### src/rtl/uart_tx_arbiter.sv
// Round-robin arbiter sharing one buart transmitter between NREQ byte producers.
// An owner keeps the UART until it sends a byte flagged last or idles for LOCK_TIMEOUT cycles.
module uart_tx_arbiter #(
  parameter int NREQ         = 2,
  parameter int LOCK_TIMEOUT = 255
) (
  input  logic              clk,
  input  logic              resetq,
  input  logic [NREQ-1:0]   req,
  input  logic [8*NREQ-1:0] req_data,
  input  logic [NREQ-1:0]   req_last,
  output logic [NREQ-1:0]   ack,
  output logic [1:0]        owner,
  output logic              locked,
  input  logic              uart_busy,
  output logic              uart_wr,
  output logic [7:0]        uart_data
);

  typedef enum logic [1:0] {ST_ARB, ST_WAIT, ST_STROBE, ST_SETTLE} state_t;

  localparam bit         TIMEOUT_EN = (LOCK_TIMEOUT != 0);
  localparam logic [7:0] TMAX       = 8'(LOCK_TIMEOUT - 1);

  state_t      state;
  logic [1:0]  rr_ptr;
  logic [7:0]  timer;
  logic        last_q;

  logic [3:0]  req_pad;
  logic [3:0]  last_pad;
  logic [31:0] data_pad;
  logic [7:0]  data_arr [4];
  logic [1:0]  winner;
  logic [1:0]  rr_next;
  logic [2:0]  idx;
  logic [2:0]  nxt;
  logic        found;

  // Pad request vectors to the 4-slot maximum so every index is in range for any NREQ.
  assign req_pad  = 4'(req);
  assign last_pad = 4'(req_last);
  assign data_pad = 32'(req_data);

  always_comb begin
    for (int i = 0; i < 4; i++) begin
      data_arr[i] = data_pad[8*i +: 8];
    end
  end

  always_comb begin
    winner = rr_ptr;
    found  = 1'b0;
    idx    = '0;
    for (int k = 0; k < NREQ; k++) begin
      idx = {1'b0, rr_ptr} + 3'(k);
      if (idx >= 3'(NREQ)) idx = idx - 3'(NREQ);
      if (!found && req_pad[idx[1:0]]) begin
        winner = idx[1:0];
        found  = 1'b1;
      end
    end
  end

  always_comb begin
    nxt     = {1'b0, owner} + 3'd1;
    rr_next = (nxt >= 3'(NREQ)) ? 2'd0 : nxt[1:0];
  end

  always_ff @(posedge clk or negedge resetq) begin
    if (!resetq) begin
      state     <= ST_ARB;
      owner     <= 2'd0;
      rr_ptr    <= 2'd0;
      locked    <= 1'b0;
      uart_wr   <= 1'b0;
      ack       <= '0;
      uart_data <= 8'h00;
      timer     <= 8'd0;
      last_q    <= 1'b0;
    end else begin
      uart_wr <= 1'b0;
      ack     <= '0;
      case (state)
        ST_ARB: begin
          if (|req) begin
            owner  <= winner;
            locked <= 1'b1;
            timer  <= 8'd0;
            state  <= ST_WAIT;
          end
        end
        ST_WAIT: begin
          if (req_pad[owner]) begin
            if (!uart_busy) begin
              uart_data <= data_arr[owner];
              last_q    <= last_pad[owner];
              uart_wr   <= 1'b1;
              ack       <= NREQ'(4'b0001 << owner);
              state     <= ST_STROBE;
            end else begin
              timer <= 8'd0;
            end
          end else begin
            timer <= (timer == 8'hFF) ? timer : timer + 8'd1;
            if (TIMEOUT_EN && timer == TMAX) begin
              locked <= 1'b0;
              rr_ptr <= rr_next;
              state  <= ST_ARB;
            end
          end
        end
        ST_STROBE: begin
          state <= ST_SETTLE;
        end
        ST_SETTLE: begin
          // Dead cycle lets buart raise busy before the owner's next byte is considered.
          if (last_q) begin
            locked <= 1'b0;
            rr_ptr <= rr_next;
            state  <= ST_ARB;
          end else begin
            timer <= 8'd0;
            state <= ST_WAIT;
          end
        end
        default: state <= ST_ARB;
      endcase
    end
  end

endmodule
### config.mk
export PLATFORM = sky130hd
export DESIGN_NAME = uart_tx_arbiter
export DESIGN_NICKNAME = d
export VERILOG_FILES = /design/src/rtl/uart_tx_arbiter.sv
export SDC_FILE = /design/constraint.sdc
export NUM_CORES = 1
export LEC_CHECK = 0
export CAP_MARGIN = 20
export CORE_UTILIZATION = 49
export DETAILED_ROUTE_END_ITERATION = 16
export PLACE_DENSITY = 0.79
export SYNTH_ARGS = -nofsm -noshare
export SYNTH_HDL_FRONTEND = slang
export SYNTH_SLANG_ARGS = --single-unit
### constraint.sdc
create_clock -name clk -period 2.3 [get_ports clk]
set_input_delay 0.345 -clock clk [delete_from_list [all_inputs] [get_ports clk]]
set_output_delay 0.345 -clock clk [all_outputs]
set_load 0.01 [all_outputs]
### Yosys cells after proc, flatten, opt, wreduce, memory -nomap -nowiden

Index checks and enable logic that the tools add are counted.

* register bits: 27
* output and inout port bits: 14

* $add $sub $neg: 5
* $lt $le $gt $ge: 7
* eq/ne operators: 14
* shifts and indexed selects: 1
* muxes and demuxes: 44
* bitwise operators: 2
* reduce and logical (&&, ||, !) cells: 12

Operators with widths (count)
* 8-bit two-way mux: 7
* 2-bit two-way mux: 15
* 8-bit one-hot mux with 3 select lines: 1
* 8-bit binary-select mux with 2-bit select: 1
* 8-bit equality test, second input constant: 2
* 1-bit two-way mux: 13
* 3-bit != test, second input constant: 4
* 2-bit != test, second input constant: 5
* 5-bit AND reduction: 2
* 2-bit by 3-bit < comparator with 1-bit output, second input constant: 3
* 8-bit by 1-bit adder with 8-bit output, second input constant: 1
* 1-bit binary-select mux with 2-bit select: 4
* 2-bit one-hot mux with 4 select lines: 1
* 2-bit by 1-bit adder with 3-bit output, second input constant: 2
* 3-bit by 2-bit >= comparator with 1-bit output, second input constant: 2
* 3-bit AND reduction: 2
* 2-bit equality test, second input constant: 2
* 2-bit one-hot mux with 2 select lines: 1
* 4-bit AND reduction: 1
* 2-bit subtractor, second input constant: 2
* 3-bit >= comparator, second input constant: 1
* 2-bit NOT with 3-bit output: 1
* 1-bit one-hot mux with 3 select lines: 1
* 3-bit nonzero test: 1
* 10 further kinds: 10

### Depth between registers and ports, before layout

Gate-level depths: netlist of run 1.

* depth after elaboration: 8
* mapped depth: 8
* mapped depth without buffers: 6

### Worst setup path after synthesis of run 1

No wires, ideal clock.

* path type: reg-to-reg
* from: register state[0]
* to: register timer[1]
* arrival time: 1884 ps
* required time: 2175 ps
* path slack: 291 ps
* cell stages (with the launch flop): 8
* cells stage by stage: dfrtp_1 inv_1 ha_1 nor3b_1 a211oi_2 and3_1 buf_2 mux2_4

* cells in the longest elaborated chain, start to end: 3

Ends and longest elaborated chain
* start, declared: RTL line 25 `state_t state;`
* start signal, assigned: RTL line 72 `state <= ST_ARB;`
* start signal, assigned: RTL line 90 `state <= ST_WAIT;`
* start signal, assigned: RTL line 100 `state <= ST_STROBE;`
* 2-bit by 1-bit equality test with 1-bit output, or another cell as far along: RTL line 84 `case (state)`
* 3-bit != test (no source line), or another cell as far along
* 5-bit AND reduction (no source line)
* end signal, assigned: RTL line 105 `timer <= (timer == 8'hFF) ? timer : timer + 8'd1;`
* end, declared: RTL line 27 `logic [7:0] timer;`

Several ways; a longest one is shown, not always the timed one.
A chain may end at the register's enable or synchronous reset.

==> results of run 1 <==
==> cells in the final DEF, fill, tap and decap left out, types with 5 or more instances in the layout <==
cell type,n
buf_4,10
clkdlybuf4s50_1,36
dfrtp_1,27
ha_1,9
inv_1,6
mux2i_1,11
nand2_1,17
nor2_1,8
o211ai_1,5
o31ai_1,9
==> sequential cells by signal, summed over array words and instances, names as in the netlist, named ones only <==
| signal | cells |
|---|---|
| uart_data | 8 |
| state | 1 |
| last_q | 1 |
| locked | 1 |
| timer | 8 |
| rr_ptr | 2 |
| ack | 2 |
| owner | 2 |
| uart_wr | 1 |
==> cells by family after synthesis <==
family | synth area share
AND/OR/NAND/NOR | 0.1581
flip-flops | 0.4249
adder cells (fa/ha/maj) | 0.07081
buffers and inverters | 0.04170
multiplexers | 0.08733
AO/OA/AOI/OAI | 0.2172
==> synth_stat cells, types with 2 or more instances <==
master     number
buf_2           2
o31ai_1         9
a32o_1          4
o2111ai_1       4
nor2_1          8
inv_1           6
o211ai_1        5
mux2i_1        11
nand2b_1        2
nand3_1         2
clkbuf_1        6
a2bb2oi_1       2
o21a_1          2
a21oi_1         4
o2bb2ai_1       2
o21ai_0         4
o21ai_1         2
o22ai_1         3
nor3_1          3
nand4_1         4
ha_1            9
dfrtp_1        27
inv_2           2
nor2b_1         2
and4_1          2
nand2_1        17
and3_1          2
==> final cells by class <==
type / instances / area [sq um] / area share
inverters: 8 / 30.03 / 0.01450
multi-input cells: 117 / 848.3 / 0.4097
repair buffers: 46 / 435.4 / 0.2103
flip-flops and latches: 27 / 675.6 / 0.3263
clock buffers: 4 / 26.28 / 0.01269
well taps: 44 / 55.05 / 0.02659
==> power breakdown <==
group | switching (mW) | internal (mW) | total, mW
combinational | 0.0221 | 0.0402 | 0.0624
clock | 0.144 | 0.0682 | 0.212
sequential | 0 | 0.475 | 0.475
total | 0.166 | 0.583 | 0.749
==> worst max-delay path, cell delays in order, from the launching register on <==
cell and delay, ps:
dfrtp_1 420, inv_1 130, ha_1 340, buf_4 190, and4_1 180, o211ai_1 100
and3_1 290, mux2_4 320
==> metal layers <==
| layer | global-route usage | wire length [um] | vias to the layer above |
|---|---|---|---|
| met1 | 0.3028 | 1567 | 696 |
| met4 | 0.1020 | 68 | 0 |
| li1 | - | - | 686 |
| met5 | 0 | 0 | - |
| met3 | 0.03057 | 133 | 9 |
| met2 | 0.4367 | 1964 | 37 |
==> metrics by stage <==
stage	hold WS, ps	setup WS [ps]
CTS	379.7	227.3
finish	357.1	228.2
detailed placement	464.8	105.2
global route	379.2	106.6
global placement	460.1	125.3
floorplan	49.41	290.7
==> path summary, 6_finish.rpt <==
| check | from | end | slack, ps | depth (start not counted) |
|---|---|---|---|---|
| max | flop | timer[1] | 230 | 7 |
| min | resetq | uart_data[5] | 360 | 2 |
| max reg2reg | flop | timer[1] | 230 | 7 |
| min reg2reg | uart_data[7] | uart_data[7] | 490 | 2 |
| max in group asynchronous | resetq | timer[6] | 1670 | 2 |
| min in group clk | uart_data[7] | uart_data[7] | 490 | 2 |
==> results.md, run 1 <==
Outcome
- **result of the run** completed

Yosys
- **ys flop type** dfrtp_1
- **number of enable-type register cells in the synthesized netlist** 0
- **total number of yosys warnings** 0
- **Synth cell types** 42
- **number of instances in the synthesized netlist** 161
- **cell area after technology mapping** 0.001590 sq mm
- **portion of synthesized cell area occupied by the leading cell type** 0.4249
- **leading post-synthesis cells by cell area** dfrtp_1 (42%), ha_1 (7.1%), mux2i_1 (6.9%)
- **proportion of register bits with asynchronous set or reset after synthesis** 1.000
- **Avg Cell Area, Syn** 9.877 sq um
- **total nets after synthesis** 193
- **share of synthesized area occupied by flip-flops and latches** 0.4249
- **post-synthesis sequential element count** 27
- **most area-hungry cell type in the Yosys netlist** dfrtp_1

STA
- **Setup Viol. Count Final** 0
- **setup repair after global routing missed its margin** false
- **slew at the pin with the worst max-slew slack** 439.3 ps
- **highest clock rate** 482.7 MHz
- **final setup skew** 12.43 ps
- **Period Utilization, post-route** 0.9008
- **number of failing hold endpoints at the final stage** 0
- **Max-Slew Margin vs Limit** 0.7051
- **time the worst path needs with I/O delays and setup** 2072 ps
- **post-route setup TNS** 0 ps
- **max-slew violation count** 0

Floorplanning
- **Initial Utilization** 0.5167
- **core area** 0.003078 sq mm
- **total I/O pin count** 37
- **floorplan row count** 20
- **Die Footprint** 0.003477 sq mm
- **Die Span Y** 58.97 um
- **die extent in x** 58.97 um

Clock tree
- **TritonCTS clock tree** built
- **Inserted Clock Buffers** 3
- **post-CTS setup buffer count** 0
- **latest clock arrival within the worst-skew pair** 340 ps
- **number of instances resized during post-cts repair** 0
- **CTS H-tree lvls** 1
- **clock-pin transition on the worst setup and hold timing paths** 150 ps
- **maximum number of buffers from clock root to sink** 2
- **clock root cell** clkbuf_4
- **CTS hold repair buffers** 0
- **total clock sinks** 27

Layout
- **Finished Layout Cells** 246
- **NumNets Final** 235
- **area growth from synthesis to final layout** 30.21%
- **fill cell instance count of the final layout** 256
- **post-route core utilization** 0.6728
- **number of inserted diodes** 0
- **share of final-layout standard cells stronger than drive strength 1** 0.09406
- **Post-Layout Inst Area** 0.002071 sq mm

Detailed routing
- **total DRC errors in the routed layout** 0
- **average detailed-routed wire length per instance** 15.18 um
- **remaining number of nets flagged by the antenna check after routing** 0
- **number of optimization iterations in the first detailed-route pass** 4
- **routed vias** 1,428
- **number of DRC markers in iteration 0** 77
- **Detailed Route WL** 3.734 mm
- **via/cell ratio** 5.805

Global routing
- **maximum number of pins on one net before global-route repair** 30
- **via count of the first global-routing pass** 1,425
- **global-route wire length before repair** 6.410 mm
- **antenna violations before repair** 0
- **GRT Residual Overflow** 0
- **gr usage total** 0.2466

Critical path
- **Critical Path Fanout Max** 9
- **path type of the worst setup path** flop to flop
- **Worst setup EP type** flop
- **data required time of the critical path** 2530 ps
- **arrival time worst endpoint** 2300 ps
- **crit path launch type** flop

Power
- **leakage dissipation** 0.9659 nW
- **power density normalized to cell area** 361.9 mW/mm^2
- **post-layout power** 749.5 uW
- **Max IR drop VDD** 0.2369 mV

Placement
- **total half-perimeter wirelength after legalization and detailed placement** 2.829 mm
- **gpl congestion** 0.9292
- **placed inst area** 0.002044 sq mm
- **Post-Place Cells** 242
- **PortBufs** 36

Flow run
- **MaxCap Viol Count** 0

Hold path
- **worst min-delay path class** input pin to async pin

Power figures use the tool's default switching activity.
==> run 2: changes to the inputs <==
==> constraint.sdc (replaced) <==
create_clock -name clk -period 2.25 [get_ports clk]
set_input_delay 0.3375 -clock clk [delete_from_list [all_inputs] [get_ports clk]]
set_output_delay 0.3375 -clock clk [all_outputs]
set_load 0.01 [all_outputs]
==> run 2 against run 1 <==
Net effect: design area up 0.72%; wire length decreased by 2.0%; total power up 1.3%; critical path depth down 1; sequential power grew 2%; hold slack gained 7.9 ps; clock-buffer cell count unchanged; critical endpoint unchanged; largest cell class unchanged; largest power group unchanged.
==> results.md, run 2 (synthesis results as in run 1) <==
Outcome
- **result of the run** completed

STA
- **slew at the pin with the worst max-slew slack** 412.6 ps, -26.70 ps
- **post-route setup TNS** 0 ps, unchanged
- **final setup skew** 8.952 ps, -3.474 ps
- **smallest setup slack after layout** 219.8 ps, -8.438 ps
- **highest clock rate** 492.6 MHz, +2.0%
- **max-slew violation count** 0, unchanged
- **number of failing hold endpoints at the final stage** 0, unchanged
- **time the worst path needs with I/O delays and setup** 2030 ps, -41.56 ps
- **Setup Viol. Count Final** 0, unchanged
- **Max-Slew Margin vs Limit** 0.7231, +0.01792
- **setup repair after global routing missed its margin** false
- **WHS** 365.0 ps, +7.860 ps
- **Period Utilization, post-route** 0.9023, +0.001545

Critical path
- **largest incremental delay on the critical path** 430 ps, about the same
- **sum of buffers and inverters on the critical path** 1, -1
- **data required time of the critical path** 2470 ps, -60 ps
- **arrival time worst endpoint** 2250 ps, -50 ps
- **Critical Path Fanout Max** 6, -3
- **CP Depth** 6, -1
- **Slowest cell on crit path** dfrtp_1
- **Worst setup EP type** flop
- **crit path launch type** flop
- **number of cells on the worst reg-to-reg path** 6, -1
- **kind of cell adding the most delay to the critical path** simple AND/OR/NAND/NOR gates
- **critical path, cell by cell** inv_1 > ha_1 > nor3b_1 > a211oi_2 > and3_1 > mux2_4
- **path type of the worst setup path** flop to flop

Detailed routing
- **routed vias** 1,432, +0.28%
- **total DRC errors in the routed layout** 0, unchanged
- **number of DRC markers in iteration 0** 62, -19%
- **average detailed-routed wire length per instance** 14.76 um, -2.8%
- **number of optimization iterations in the first detailed-route pass** 5, +1
- **remaining number of nets flagged by the antenna check after routing** 0, unchanged
- **Detailed Route WL** 3.660 mm, -2.0%
- **via/cell ratio** 5.774, -0.53%

Floorplanning
- **floorplan row count** 20, unchanged
- **die extent in x** 58.97 um, unchanged
- **Die Footprint** 0.003477 sq mm, unchanged
- **core area** 0.003078 sq mm, unchanged
- **Die Span Y** 58.97 um, unchanged
- **total I/O pin count** 37, unchanged
- **Initial Utilization** 0.5167, unchanged

Global routing
- **global-route wire length before repair** 6.306 mm, -1.6%
- **via count of the first global-routing pass** 1,417, -0.56%
- **gr usage total** 0.2378, -0.008786
- **GRT Residual Overflow** 0, unchanged
- **antenna violations before repair** 0, unchanged
- **maximum number of pins on one net before global-route repair** 30, unchanged

Layout
- **most frequent standard cell in the layout excluding fill and tap cells** clkdlybuf4s50_1
- **most used cells in the layout excluding fill and tap cells** clkdlybuf4s50_1 (36), dfrtp_1 (27), nand2_1 (17)
- **multi-input gate area in the final layout** 848.3 sq um, unchanged
- **NumNets Final** 237, +0.85%
- **fill cell instance count of the final layout** 242, -5.5%
- **sequential standard cell area** 675.6 sq um, unchanged
- **biggest regs** timer (8), uart_data (8)
- **share of final-layout standard cells stronger than drive strength 1** 0.1029, +0.008882
- **area growth from synthesis to final layout** 31.16%
- **number of inserted diodes** 0, unchanged

Placement
- **total half-perimeter wirelength after legalization and detailed placement** 2.718 mm, -3.9%
- **gpl congestion** 0.9257, -0.38%
- **PortBufs** 36, unchanged
- **Place WS** 119.3 ps, +14.19 ps

Power
- **power density normalized to cell area** 363.8 mW/mm^2, +0.53%
- **post-layout power** 758.9 uW, +1.3%
- **Max IR drop VDD** 0.2903 mV, +23%
- **leakage dissipation** 0.9749 nW, +0.93%

Clock tree
- **clock root cell** clkbuf_4
- **CTS H-tree lvls** 1, unchanged
- **total clock sinks** 27, unchanged
- **CTS hold repair buffers** 0, unchanged
- **post-CTS setup buffer count** 0, unchanged
- **TritonCTS clock tree** built
- **latest clock arrival within the worst-skew pair** 320 ps, -20 ps
- **maximum number of buffers from clock root to sink** 2, unchanged
- **Inserted Clock Buffers** 3, unchanged
- **clock-pin transition on the worst setup and hold timing paths** 150 ps, about the same
- **number of instances resized during post-cts repair** 0, unchanged

Hold path
- **worst min-delay path class** input pin to async pin

Flow run
- **MaxCap Viol Count** 0, unchanged

==> run 2: cell types whose count changed in the layout (fill, tap and decap cells not counted), sizes merged <==
cell  change
buf       +2
==> run 2: final cells by class <==
type / instances / area share
clock buffer: 4 / 0.01260
inverter: 8 / 0.01440
multi-input combinational: 117 / 0.4067
sequential: 27 / 0.3239
tap: 44 / 0.02639
timing repair buffer: 48 / 0.2160
==> run 2: worst paths after layout <==
path                         startpoint            to  slack (ps)
hold / removal                   resetq  uart_data[5]         360
max in group asynchronous        resetq      state[0]        1620
hold reg to reg            uart_data[6]  uart_data[6]         490
min in group clk           uart_data[6]  uart_data[6]         490
setup reg to reg                   flop      timer[1]         220
setup / recovery                   flop      timer[1]         220
==> run 2: per-stage QoR <==
step	instance area, sq um	utilization	std cells
floorplan	1590	-	161
global placement	2059	0.6691	244
detailed placement	2059	0.6691	244
CTS	2086	0.6776	248
global route	2086	0.6776	248
finish	2086	0.6776	248
==> run 2: power by group <==
group / switching [mW] / internal (mW) / total [mW]
clock: 0.139 / 0.0694 / 0.209
combinational: 0.0226 / 0.0422 / 0.0648
sequential: 0 / 0.485 / 0.485
total: 0.162 / 0.597 / 0.759
==> run 2: per-layer routing <==
layer / vias up / GRT usage / part of all wire
met5: - / 0 / 0
met4: 0 / 0.06463 / 0.0046
li1: 697 / - / -
met1: 695 / 0.3078 / 0.44
met3: 2 / 0.03057 / 0.038
met2: 38 / 0.4188 / 0.52
==> run 2: worst register-to-register path: stages, from the launching register on <==
cell and delay, ps:
dfrtp_1 430, inv_1 130, ha_1 280, nor3b_1 400, a211oi_2 100, and3_1 280
mux2_4 320
==> run 3: changes to the inputs <==
--- a/config.mk
+++ b/config.mk
@@ -6,9 +6,11 @@
 export NUM_CORES = 1
 export LEC_CHECK = 0
 export CAP_MARGIN = 20
-export CORE_UTILIZATION = 49
+export CELL_PAD_IN_SITES_DETAIL_PLACEMENT = 0
+export CELL_PAD_IN_SITES_GLOBAL_PLACEMENT = 1
+export CORE_UTILIZATION = 38
 export DETAILED_ROUTE_END_ITERATION = 16
-export PLACE_DENSITY = 0.79
+export PLACE_DENSITY_LB_ADDON = 0.1
 export SYNTH_ARGS = -nofsm -noshare
 export SYNTH_HDL_FRONTEND = slang
 export SYNTH_SLANG_ARGS = --single-unit
==> run 3 against run 2 <==
Net effect: hold slack better by 71 ps; clock-buffer cell count unchanged; die area up 28%; total power increased by 8.8%; sequential cell count is the same; design area rose by 0.54%; global-route usage fell by 5.0 points; non-clock buffer count shrank 2; largest cell class unchanged.
==> results.md, run 3 (synthesis results as in run 1) <==
Layout
- **post-route core utilization** 0.5242, -0.1534
- **biggest regs** timer (8), uart_data (8)
- **share of final-layout standard cells stronger than drive strength 1** 0.09406, -0.008882
- **Post-Layout Inst Area** 0.002097 sq mm, +0.54%
- **area growth from synthesis to final layout** 31.86%
- **NumNets Final** 235, -0.84%
- **most frequent standard cell in the layout excluding fill and tap cells** clkdlybuf4s50_1
- **most used cells in the layout excluding fill and tap cells** clkdlybuf4s50_1 (36), dfrtp_1 (27), nand2_1 (17)
- **fill cell instance count of the final layout** 360, +49%
- **Finished Layout Cells** 252, +1.6%
- **number of inserted diodes** 0, unchanged

Power
- **leakage dissipation** 0.9743 nW, about the same
- **post-layout power** 825.7 uW, +8.8%
- **Max IR drop VDD** 0.3701 mV, +28%
- **power density normalized to cell area** 393.8 mW/mm^2, +8.2%

STA
- **time the worst path needs with I/O delays and setup** 2060 ps, +29.82 ps
- **setup repair after global routing missed its margin** false
- **number of failing hold endpoints at the final stage** 0, unchanged
- **max-slew violation count** 0, unchanged
- **Max-Slew Margin vs Limit** 0.6274, -0.09563
- **post-route setup TNS** 0 ps, unchanged
- **final setup skew** 5.222 ps, -3.731 ps
- **WHS** 435.6 ps, +70.61 ps
- **Period Utilization, post-route** 0.9156, +0.01326
- **Setup Viol. Count Final** 0, unchanged
- **smallest setup slack after layout** 190.0 ps, -29.82 ps
- **highest clock rate** 485.4 MHz, -1.4%
- **slew at the pin with the worst max-slew slack** 556.4 ps, +143.8 ps

Global routing
- **global-route wire length before repair** 6.320 mm, +0.22%
- **gr usage total** 0.1881, -0.04974
- **via count of the first global-routing pass** 1,395, -1.6%
- **maximum number of pins on one net before global-route repair** 30, unchanged
- **GRT Residual Overflow** 0, unchanged
- **antenna violations before repair** 0, unchanged

Clock tree
- **latest clock arrival within the worst-skew pair** 270 ps, -50 ps
- **CTS hold repair buffers** 0, unchanged
- **Inserted Clock Buffers** 3, unchanged
- **total clock sinks** 27, unchanged
- **TritonCTS clock tree** built
- **CTS H-tree lvls** 1, unchanged
- **post-CTS setup buffer count** 0, unchanged
- **clock-pin transition on the worst setup and hold timing paths** 90 ps, -60 ps
- **number of instances resized during post-cts repair** 0, unchanged
- **maximum number of buffers from clock root to sink** 2, unchanged
- **clock root cell** clkbuf_8

Placement
- **placed inst area** 0.002052 sq mm, -0.36%
- **Post-Place Cells** 248, +1.6%
- **gpl congestion** 0.8283, -11%
- **total half-perimeter wirelength after legalization and detailed placement** 2.807 mm, +3.3%
- **Place WS** 152.1 ps, +32.73 ps
- **PortBufs** 36, unchanged

Outcome
- **result of the run** completed

Floorplanning
- **die extent in x** 66.69 um, +13%
- **floorplan row count** 23, +15%
- **total I/O pin count** 37, unchanged
- **Die Footprint** 0.004448 sq mm, +28%
- **core area** 0.004000 sq mm, +30%
- **Die Span Y** 66.69 um, +13%
- **Initial Utilization** 0.3976, -0.1191

Critical path
- **data required time of the critical path** 2420 ps, -50 ps
- **Critical Path Fanout Max** 9, +3
- **crit path launch type** flop
- **arrival time worst endpoint** 2230 ps, -20 ps
- **Worst setup EP type** flop
- **path type of the worst setup path** flop to flop
- **reg-to-reg setup timing slack** 190 ps, -30 ps
- **number of cells on the worst reg-to-reg path** 7, +1

Detailed routing
- **number of optimization iterations in the first detailed-route pass** 4, -1
- **routed vias** 1,399, -2.3%
- **total DRC errors in the routed layout** 0, unchanged
- **remaining number of nets flagged by the antenna check after routing** 0, unchanged
- **Detailed Route WL** 3.758 mm, +2.7%
- **via/cell ratio** 5.552, -3.9%
- **number of DRC markers in iteration 0** 107, +73%
- **average detailed-routed wire length per instance** 14.91 um, +1.0%

Hold path
- **worst min-delay path class** input pin to async pin

Flow run
- **MaxCap Viol Count** 0, unchanged

run 3: report_power, final:
group / internal, mW / leakage [nW] / switching, mW
clock network: 0.127 / 0.0228 / 0.149
registers: 0.485 / 0.323 / 0
logic: 0.0423 / 0.629 / 0.0229
total: 0.654 / 0.974 / 0.172
run 3: routing by layer:
layer,wire [um],GRT usage,up-vias,share of wire
met5,0,0,-,0
met4,46,0.04787,0,0.012
met3,110,0.03596,6,0.029
met2,1891,0.3283,31,0.50
met1,1709,0.2347,677,0.45
li1,-,-,685,-
run 3: path summary, 6_finish.rpt:
path / to / startpoint
worst min-delay path: uart_data[4] / resetq
worst max register to register: timer[1] / flop
max in group asynchronous: locked / resetq
worst min register to register: uart_data[2] / uart_data[2]
min in group clk: uart_data[2] / uart_data[2]
worst max-delay path: timer[1] / flop
run 3: cell type report:
| type | instances | area, sq um | area share |
|---|---|---|---|
| Multi-Input combinational cell | 117 | 848.3 | 0.4045 |
| Sequential cell | 27 | 675.6 | 0.3222 |
| Timing Repair Buffer | 46 | 435.4 | 0.2076 |
| Tap cell | 50 | 62.56 | 0.02983 |
| Clock buffer | 4 | 45.04 | 0.02148 |
| Inverter | 8 | 30.03 | 0.01432 |
run 3: worst max-delay path: stages, from the launching register on:
cell and delay, ps:
dfrtp_1 410, inv_1 130, ha_1 330, buf_4 200
and4_1 170, o211ai_1 100, and3_1 290, mux2_4 320
